`src/rtl/path_delay_probe_ctrl.sv`:
```
// path_delay_probe_ctrl
//   Runs N timing-probe trials on one delay chain. Each trial toggles the
//   chain input, captures the chain output S+1 cycles later, compares it
//   with the expected level and tallies the outcome. Fails are split by the
//   direction of the launch edge.
//
// Ports
//   clk, rst_n       : clock, synchronous active-low reset
//   start            : run request, accepted only while idle
//   settle_cycles    : S, capture delay after launch in cycles
//   num_trials       : N, trials per run (0 = empty run)
//   expect_invert    : chain has odd inverting depth
//   path_input       : registered drive into the chain
//   path_result      : chain output, asynchronous to clk
//   busy, done       : run in progress / one-cycle end-of-run pulse
//   pass_count       : trials whose capture matched the expectation
//   fail_rise_count  : mismatches on rising launches
//   fail_fall_count  : mismatches on falling launches
module path_delay_probe_ctrl #(
  parameter int SETTLE_W = 8,
  parameter int TRIAL_W  = 16
) (
  input  logic                clk,
  input  logic                rst_n,
  input  logic                start,
  input  logic [SETTLE_W-1:0] settle_cycles,
  input  logic [TRIAL_W-1:0]  num_trials,
  input  logic                expect_invert,
  output logic                path_input,
  input  logic                path_result,
  output logic                busy,
  output logic                done,
  output logic [TRIAL_W-1:0]  pass_count,
  output logic [TRIAL_W-1:0]  fail_rise_count,
  output logic [TRIAL_W-1:0]  fail_fall_count
);

  typedef enum logic [2:0] {IDLE, PRIME, LAUNCH, WAIT, CAPTURE, TALLY, HOLD} state_e;

  localparam int CNT_W = SETTLE_W + 2;
  localparam logic [CNT_W-1:0]   CNT_ONE = CNT_W'(1);
  localparam logic [TRIAL_W-1:0] TRL_ONE = TRIAL_W'(1);

  state_e                state_q;
  logic [SETTLE_W-1:0]   s_q;
  logic [TRIAL_W-1:0]    n_q;
  logic                  inv_q;
  logic [CNT_W-1:0]      cnt_q;
  logic [TRIAL_W-1:0]    idx_q;
  logic                  rise_q;
  logic                  last_q;
  logic                  sample_q;
  logic                  path_q;
  logic                  busy_q;
  logic                  done_q;
  logic [TRIAL_W-1:0]    pass_q;
  logic [TRIAL_W-1:0]    frise_q;
  logic [TRIAL_W-1:0]    ffall_q;
  logic [CNT_W-1:0]      s_ext;

  assign s_ext = {2'b00, s_q};

  // Cycle timing, relative to the accepting edge A and launch edge Ek:
  //   PRIME   : A+1 .. A+S+1       (first launch at A+S+2)
  //   WAIT    : Ek+1 .. Ek+S       (skipped when S=0)
  //   CAPTURE : Ek+S+1
  //   TALLY   : Ek+S+2
  //   HOLD    : Ek+S+3 .. Ek+2S+4  (next launch at Ek+2S+5)
  // The final HOLD cycle after the last tally is replaced by the done pulse.
  always_ff @(posedge clk) begin
    if (!rst_n) begin
      state_q  <= IDLE;
      s_q      <= '0;
      n_q      <= '0;
      inv_q    <= 1'b0;
      cnt_q    <= '0;
      idx_q    <= '0;
      rise_q   <= 1'b0;
      last_q   <= 1'b0;
      sample_q <= 1'b0;
      path_q   <= 1'b0;
      busy_q   <= 1'b0;
      done_q   <= 1'b0;
      pass_q   <= '0;
      frise_q  <= '0;
      ffall_q  <= '0;
    end else begin
      done_q <= 1'b0;
      unique case (state_q)
        IDLE: begin
          if (start) begin
            s_q     <= settle_cycles;
            n_q     <= num_trials;
            inv_q   <= expect_invert;
            pass_q  <= '0;
            frise_q <= '0;
            ffall_q <= '0;
            idx_q   <= '0;
            cnt_q   <= '0;
            last_q  <= 1'b0;
            busy_q  <= 1'b1;
            state_q <= PRIME;
          end
        end
        PRIME: begin
          if (n_q == '0) begin
            done_q  <= 1'b1;
            busy_q  <= 1'b0;
            state_q <= IDLE;
          end else if (cnt_q == s_ext) begin
            state_q <= LAUNCH;
          end else begin
            cnt_q <= cnt_q + CNT_ONE;
          end
        end
        LAUNCH: begin
          path_q  <= ~path_q;
          rise_q  <= ~path_q;
          cnt_q   <= CNT_ONE;
          state_q <= (s_q == '0) ? CAPTURE : WAIT;
        end
        WAIT: begin
          if (cnt_q == s_ext) state_q <= CAPTURE;
          else                cnt_q   <= cnt_q + CNT_ONE;
        end
        CAPTURE: begin
          // Single capture flop by design: a synchronizer would shift the window.
          sample_q <= path_result;
          state_q  <= TALLY;
        end
        TALLY: begin
          if (sample_q == (path_q ^ inv_q)) pass_q  <= pass_q + TRL_ONE;
          else if (rise_q)                  frise_q <= frise_q + TRL_ONE;
          else                              ffall_q <= ffall_q + TRL_ONE;
          last_q  <= ((idx_q + TRL_ONE) == n_q);
          idx_q   <= idx_q + TRL_ONE;
          cnt_q   <= '0;
          state_q <= HOLD;
        end
        HOLD: begin
          if (last_q) begin
            done_q  <= 1'b1;
            busy_q  <= 1'b0;
            state_q <= IDLE;
          end else if (cnt_q == (s_ext + CNT_ONE)) begin
            state_q <= LAUNCH;
          end else begin
            cnt_q <= cnt_q + CNT_ONE;
          end
        end
        default: state_q <= IDLE;
      endcase
    end
  end

  assign path_input      = path_q;
  assign busy            = busy_q;
  assign done            = done_q;
  assign pass_count      = pass_q;
  assign fail_rise_count = frise_q;
  assign fail_fall_count = ffall_q;

endmodule

```
`config.mk`:
```
export PLATFORM = sky130hd
export DESIGN_NAME = path_delay_probe_ctrl
export DESIGN_NICKNAME = d
export VERILOG_FILES = /design/src/rtl/path_delay_probe_ctrl.sv
export SDC_FILE = /design/constraint.sdc
export NUM_CORES = 1
export LEC_CHECK = 0
export ABC_AREA = 1
export BUFFER_PORTS_ARGS = -buffer_cell sky130_fd_sc_hd__clkbuf_2
export CAP_MARGIN = 20
export CORE_MARGIN = 2
export CORE_UTILIZATION = 60
export CTS_CLUSTER_DIAMETER = 30
export DETAILED_ROUTE_END_ITERATION = 7
export PLACE_DENSITY = 0.93
export SKIP_CTS_REPAIR_TIMING = 1
export SLEW_MARGIN = 15
export SYNTH_ARGS = -nofsm -noshare
export SYNTH_HDL_FRONTEND = slang
export SYNTH_SLANG_ARGS = --single-unit
```
`constraint.sdc`:
```
create_clock -name clk -period 3.4 [get_ports clk]
set_input_delay 0.51 -clock clk [delete_from_list [all_inputs] [get_ports clk]]
set_output_delay 0.51 -clock clk [all_outputs]
set_load 0.02 [all_outputs]
```
==> results of run 1 <==
[through the flow]
stage,hold WS (ns),cells
6_report,0.390,1112
5_1_grt,0.384,1112
4_1_cts,0.391,1112
3_5_place_dp,0.460,1096
3_3_place_gp,0.450,1096
2_1_floorplan,0.444,900
[report_power, final]
| group | leakage [nW] | switching (mW) | internal (mW) |
|---|---|---|---|
| clock | 0.0961 | 0.446 | 0.310 |
| combinational | 1.78 | 0.787 | 0.385 |
| sequential | 0.869 | 0.141 | 1.39 |
| total | 2.74 | 1.37 | 2.09 |
[cells by family (layout without fill, tap and decap cells)]
group	Yosys count	in the layout	synth area share, %
adder cells (fa/ha/maj)	7	7	1.49
flip-flops	107	107	36.4
XOR/XNOR	30	30	4.46
buffers and inverters	139	218	8.94
AO/OA/AOI/OAI	150	150	13.2
AND/OR/NAND/NOR	467	467	35.6
[flip-flops by register name (all words and copies together) (netlist names), 3 cells and up]
register and flops:
cnt_q 10, n_q 16, state_q 3, fail_rise_count 16
idx_q 16, s_q 8, fail_fall_count 16, pass_count 16
[final cells by class]
| class | instances | share of cell area, % |
|---|---|---|
| inverters | 119 | 6.85 |
| well taps | 133 | 2.52 |
| clock inverters | 5 | 0.531 |
| clock buffers | 11 | 2.30 |
| repair buffers | 83 | 6.45 |
| flip-flops and latches | 107 | 32.5 |
| multi-input cells | 654 | 48.9 |
[cell usage after synthesis (all sizes together)]
cell and number:
nand4 24, clkbuf 18, nor3b 3, o31ai 1
a31oi 2, xor2 19, a21oi 90, o211a 1
nand3b 5, or2 2, nor3 32, o21bai 1
dfxtp 107, nand2 200, buf 2, o21ai 50
nand3 79, xnor2 11, inv 119, a211oi 2
a21o 1, nor4 4, ha 7, and3 1
and2 2, nor2 115, o21a 1, a31o 1
[per-layer routing]
layer / routed length (µm) / global-route usage, % / part of all wire [%] / up-vias
li1: - / - / - / 3081
met1: 6290 / 34.9 / 44 / 2799
met2: 7160 / 48.0 / 50 / 159
met3: 648 / 4.07 / 4.5 / 29
met4: 316 / 9.51 / 2.2 / 0
met5: 0 / 0 / 0 / -
[worst max-delay path: stages (launching register included)]
cell	delay, ns
dfxtp_1	0.40
ha_1	0.21
nand2_1	0.09
nor3_1	0.25
nand3_1	0.13
xor2_1	0.16
nor2_1	0.14
nand3_1	0.32
nand2_1	0.33
inv_1	0.12
nor2_1	0.10
nor2_1	0.05
[how the worst min path moves through the flow]
stage | to | slack [ns] | cells after the start
after floorplan | inv_q | 0.44 | 2
after global placement | pass_count[14] | 0.45 | 2
after detailed placement | pass_count[14] | 0.46 | 2
after CTS | sample_q | 0.39 | 3
after global routing | sample_q | 0.38 | 3
final | sample_q | 0.39 | 3
==> impl_results.md, run 1 <==
* Mean number of vias per cell at 5.46
* LEAKAGE at 2.74 nW
* Yosys top cell area share at 36.4%
* Kind of critical path: reg -> reg
* Filler cell count at 846
* Minimum clock period at 2.39 ns
* Hold Crit Start: path_result
* Port bufs at 79
* Post-synthesis sequential area ratio at 36.4%
* Max Fclk at 419 MHz
* Initial DRC count at 471
* Largest net degree at the start of global routing at 50
* DRC Markers at 0
* CP Capture Type: flip-flop
* Most common cell after layout, fill and taps aside: nand2_1
* Tightest Hold Check Type: in -> reg
* Area leader, netlist: dfxtp_1
* Placed Instance Area at 6410 µm²
* Die extent in y at 103 µm
* RD Place Congestion at 0.962
* Latest clock arrival within the worst-skew pair at 0.38 ns
* Rel. slew slack at 44.0%
* Fin util at 68.4%
* Slew Viols, Final at 0
* Die X at 103 µm
* Worst-path clk slew at 0.10 ns
* Place WS at 1.06 ns
* R2r setup slk at 1.01 ns
* CP max FO at 11
* Synth unique cells at 37
* Critical Path AT at 2.67 ns
* Clk_skew at 0.0131 ns
* Layout net count at 1,010
* Routed via count at 6,068
* Wire per inst at 13.0 µm
* Register-to-Register Path Depth at 11
* Syn nets at 936
* All-Layer GR Usage at 27.6%
* Pwr Density at 524 nW/µm²
* Cell area after synthesis at 5890 µm²
* Post-synthesis cell count at 900
* Synth top area cells: dfxtp_1 (36%), nand2_1 (12%), a21oi_1 (7.6%)
* Boundary Pins at 80
* H-tree levels at 3
* Clk buf depth at 2
* Post-DRT Antenna Nets at 0
* First-pass GRT wire length at 23,700 µm
* Final setup viols at 0
* Slew @ Worst Pin at 0.839 ns
* Max Cap Viol at 0
* RR Endpoint: cnt_q[7]
* Final Hold Fails at 0
* Iteration count of the initial detailed-routing pass at 5
* DP HPWL at 10,700 µm
* Worst Setup Start Kind: flip-flop
* Share of layout cells above drive strength 1 at 12.7%
* WL final at 14,400 µm
* Cell Rows at 36
* Grt total ovfl at 0
* Root Driver: clkbuf_8
* Post-route setup slack at 1.01 ns
* Std-Cell Core Area at 9640 µm²
* Ys Warns at 0
* Die area at 10,600 µm²
* Commonest cells after routing, fill and taps aside: nand2_1 (194), inv_1 (111), nor2_1 (108), dfxtp_1 (107), a21oi_1 (90)
* RR Startpoint: s_q[0]
* CP startpoint: s_q[0]
* Setup Total Neg Slack at 0 ns
* Total power at 3.46 mW
* CTS sink cnt at 107
* Unrepaired setup endpoints after global routing: false
* Design Area, Final at 6590 µm²
* CTS buffer count at 9
* #FFs+latches synth at 107
* Initial Util at 61.1%
* Register area at 2140 µm²
* Vias in the first global route at 5,412
* Critical Path Sink: cnt_q[7]
* CTS tree: done
* Worst vdd ir at 340 µV
* Crit path required time at 3.68 ns
* Final period utilization at 70.3%
* Area of the multi-input gates at 3220 µm²
* Avg Inst Size Synth at 6.55 µm²
* P&R area growth vs syn at 11.9%
* Status: finished, final reports clean
* N_diodes at 0
* Antenna violations before repair at 0
Note: power is estimated with default switching activity, not from simulation.
==> inputs of run 2 (changes only) <==
--- a/config.mk
+++ b/config.mk
@@ -5,14 +5,14 @@
 export SDC_FILE = /design/constraint.sdc
 export NUM_CORES = 1
 export LEC_CHECK = 0
-export ABC_AREA = 1
+export ABC_AREA = 0
 export BUFFER_PORTS_ARGS = -buffer_cell sky130_fd_sc_hd__clkbuf_2
 export CAP_MARGIN = 20
 export CORE_MARGIN = 2
-export CORE_UTILIZATION = 60
+export CORE_UTILIZATION = 58
 export CTS_CLUSTER_DIAMETER = 30
 export DETAILED_ROUTE_END_ITERATION = 7
-export PLACE_DENSITY = 0.93
+export PLACE_DENSITY = 0.91
 export SKIP_CTS_REPAIR_TIMING = 1
 export SLEW_MARGIN = 15
 export SYNTH_ARGS = -nofsm -noshare
==> constraint.sdc (replaced) <==
create_clock -name clk -period 2.2 [get_ports clk]
set_input_delay 0.33 -clock clk [delete_from_list [all_inputs] [get_ports clk]]
set_output_delay 0.33 -clock clk [all_outputs]
set_load 0.02 [all_outputs]
==> impl_results.md, run 2 <==
* WHS Path Cells at 3
* Mean number of vias per cell at 5.83
* Ys flop type: dfxtp_1
* R2r setup slk at -0.08 ns
* Ys Warns at 0
* Top cells by count, synth: dfxtp_1 (107), nand2_1 (103), nor2_1 (63)
* Synth unique cells at 58
* Syn nets at 734
* Area leader, netlist: dfxtp_1
* Sequential power share at 41.5%
* H-tree levels at 3
* Switching share of power at 35.8%
* Final setup viols at 7
* Port bufs at 79
* Most common cell in the netlist: dfxtp_1
* Initial Util at 58.7%
* CP max stage delay at 0.49 ns
* Yosys top cell area share at 37.9%
* LEAKAGE at 2.62 nW
* WL final at 14,200 µm
* Avg Inst Size Synth at 8.10 µm²
* Sw Pwr at 1.94 mW
* Crit path required time at 2.45 ns
* CTS tree: done
* Clock power frac at 21.9%
* Post-DRT Antenna Nets at 0
* Synth top area cells: dfxtp_1 (38%), nand2_1 (6.8%), xor2_1 (6.7%)
* DRC Markers at 0
* CTS sink cnt at 107
* #FFs+latches synth at 107
* Root Driver: clkbuf_8
* Max Cap Viol at 0
* Post-route setup slack at -0.0827 ns
* Filler-free cell count of the finished design at 940
* N_diodes at 0
* Commonest cells after routing, fill and taps aside: nand2_1 (101), dfxtp_1 (101), clkbuf_2 (79), nor2_1 (61), buf_4 (48)
* Unrepaired setup endpoints after global routing: true
* Layout net count at 839
* CP max FO at 6
* DP HPWL at 10,200 µm
* RR Endpoint: cnt_q[2]
* Vias in the first global route at 5,028
* Pwr Density at 792 nW/µm²
* Boundary Pins at 80
* Worst-path clk slew at 0.10 ns
* Post-synthesis cell count at 698
* Clk_skew at 0.00549 ns
* Die extent in y at 103 µm
* Die area at 10,600 µm²
* Routed via count at 5,477
* Grt total ovfl at 0
* Placed cell count at 922
* Hold Crit Start: settle_cycles[4]
* Slew Viols, Final at 0
* RD Place Congestion at 0.975
* RR Startpoint: s_q[6]
* Std-Cell Core Area at 9640 µm²
* Failing checks: setup timing
* Cell area after synthesis at 5660 µm²
* Antenna violations before repair at 0
* Wire per inst at 15.1 µm
* Cell Rows at 36
* Number of enable flip-flop cells after synthesis at 0
* Iteration count of the initial detailed-routing pass at 7
* Share of layout cells above drive strength 1 at 22.9%
* CP Capture Type: flip-flop
* Clk buf depth at 2
* Minimum clock period at 2.28 ns
* Kind of critical path: reg -> reg
* Largest net degree at the start of global routing at 43
* All-Layer GR Usage at 26.3%
* Slew @ Worst Pin at 0.650 ns
* Asr flop ratio synth at 0%
* Final Hold Fails at 0
* Final period utilization at 104%
* Status: finished, violations left
* Cell-internal power at 3.47 mW
* Latest clock arrival within the worst-skew pair at 0.37 ns
* Rel. slew slack at 56.2%
* Initial DRC count at 338
* Worst vdd ir at 570 µV
* Critical Path AT at 2.54 ns
* Buf+Inv Stages, Crit Path at 1
* Die X at 103 µm
* Register-to-Register Path Depth at 8
* Fin util at 70.8%
* First-pass GRT wire length at 22,500 µm
* Setup Total Neg Slack at -0.278 ns
* Max Fclk at 438 MHz
* Post-synthesis sequential area ratio at 37.9%
* Worst Setup Start Kind: flip-flop
* Crit path max-delay family: compound AO/OA/AOI/OAI gates
* P&R area growth vs syn at 20.7%
* Tightest Hold Check Type: in -> reg
* CP cell instances: xor2_4, or4_4, a31oi_4, o22ai_4, o31ai_4, clkbuf_16, or3_1, a21oi_1
* CTS buffer count at 9
* Place WS at -0.0368 ns
* Combinational power share at 36.6%
* WHS Endpoint: s_q[4]
* Crit-path slowest cell: or4_4
==> run 2: cell types whose count changed after synthesis, sizes merged, moves of 32 or more <==
cell / change
nand3: -41
nor2: -52
a21oi: -62
a21boi: +32
nand2: -97
inv: -109
==> run 2: power groups by stage <==
stage	registers, mW	clock network [mW]	logic (mW)
4_1_cts	2.22	1.20	1.78
5_1_grt	2.26	1.28	2.15
2_1_floorplan	2.24	0	1.19
3_3_place_gp	2.26	0	1.69
6_report	2.24	1.18	1.98
3_5_place_dp	2.26	0	1.77
==> run 2: tightest hold or removal path, stage by stage <==
cell and delay (ns):
clkbuf_2 0.08, nand2_1 0.04, a21boi_0 0.06
==> run 2: cell families (layout without fill, tap and decap cells) <==
logic type,after synthesis,after routing,synth area share [%]
AOI/OAI and AO/OA,128,128,15.2
xor gates and xnor gates,78,78,12.3
adders and majority gates,7,7,1.55
buffers and inverters,46,155,3.30
DFF,107,107,37.9
muxes,4,4,0.730
and+or+nand+nor,328,328,29.0
==> run 2: how the worst max path moves through the flow <==
stage	start	end	slack (ns)	cells past startpoint
floorplan	s_q[0]	cnt_q[7]	0.01	8
global placement	s_q[1]	state_q[1]	0.02	7
detailed placement	s_q[1]	state_q[1]	-0.04	7
CTS	s_q[1]	state_q[1]	-0.06	7
global route	s_q[1]	cnt_q[2]	-0.14	8
finish	s_q[6]	cnt_q[2]	-0.08	8
==> run 2: routing by layer <==
metal	routed length (µm)	up-vias	share of wire, %	GRT usage, %
li1	-	2639	-	-
met1	5830	2560	41	30.7
met2	7030	241	49	46.8
met3	963	37	6.8	5.15
met4	393	0	2.8	11.4
met5	0	-	0	0
==> run 2: final cells by class <==
| cell class | count | area, µm² |
|---|---|---|
| fillers | 726 | 2810 |
| multi-input cells | 545 | 3460 |
| clock inverters | 4 | 51.3 |
| flip-flops and latches | 107 | 2160 |
| repair buffers | 130 | 821 |
| well taps | 133 | 166 |
| clock buffers | 11 | 131 |
| inverters | 10 | 37.5 |
==> run 2: metrics by stage <==
stage | hold slack [ns] | instance area (µm²) | power [mW]
finish | 0.181 | 6830 | 5.40
global route | 0.184 | 6830 | 5.69
CTS | 0.176 | 6640 | 5.20
detailed placement | 0.490 | 6460 | 4.04
global placement | 0.482 | 6460 | 3.95
floorplan | 0.468 | 5660 | 3.43
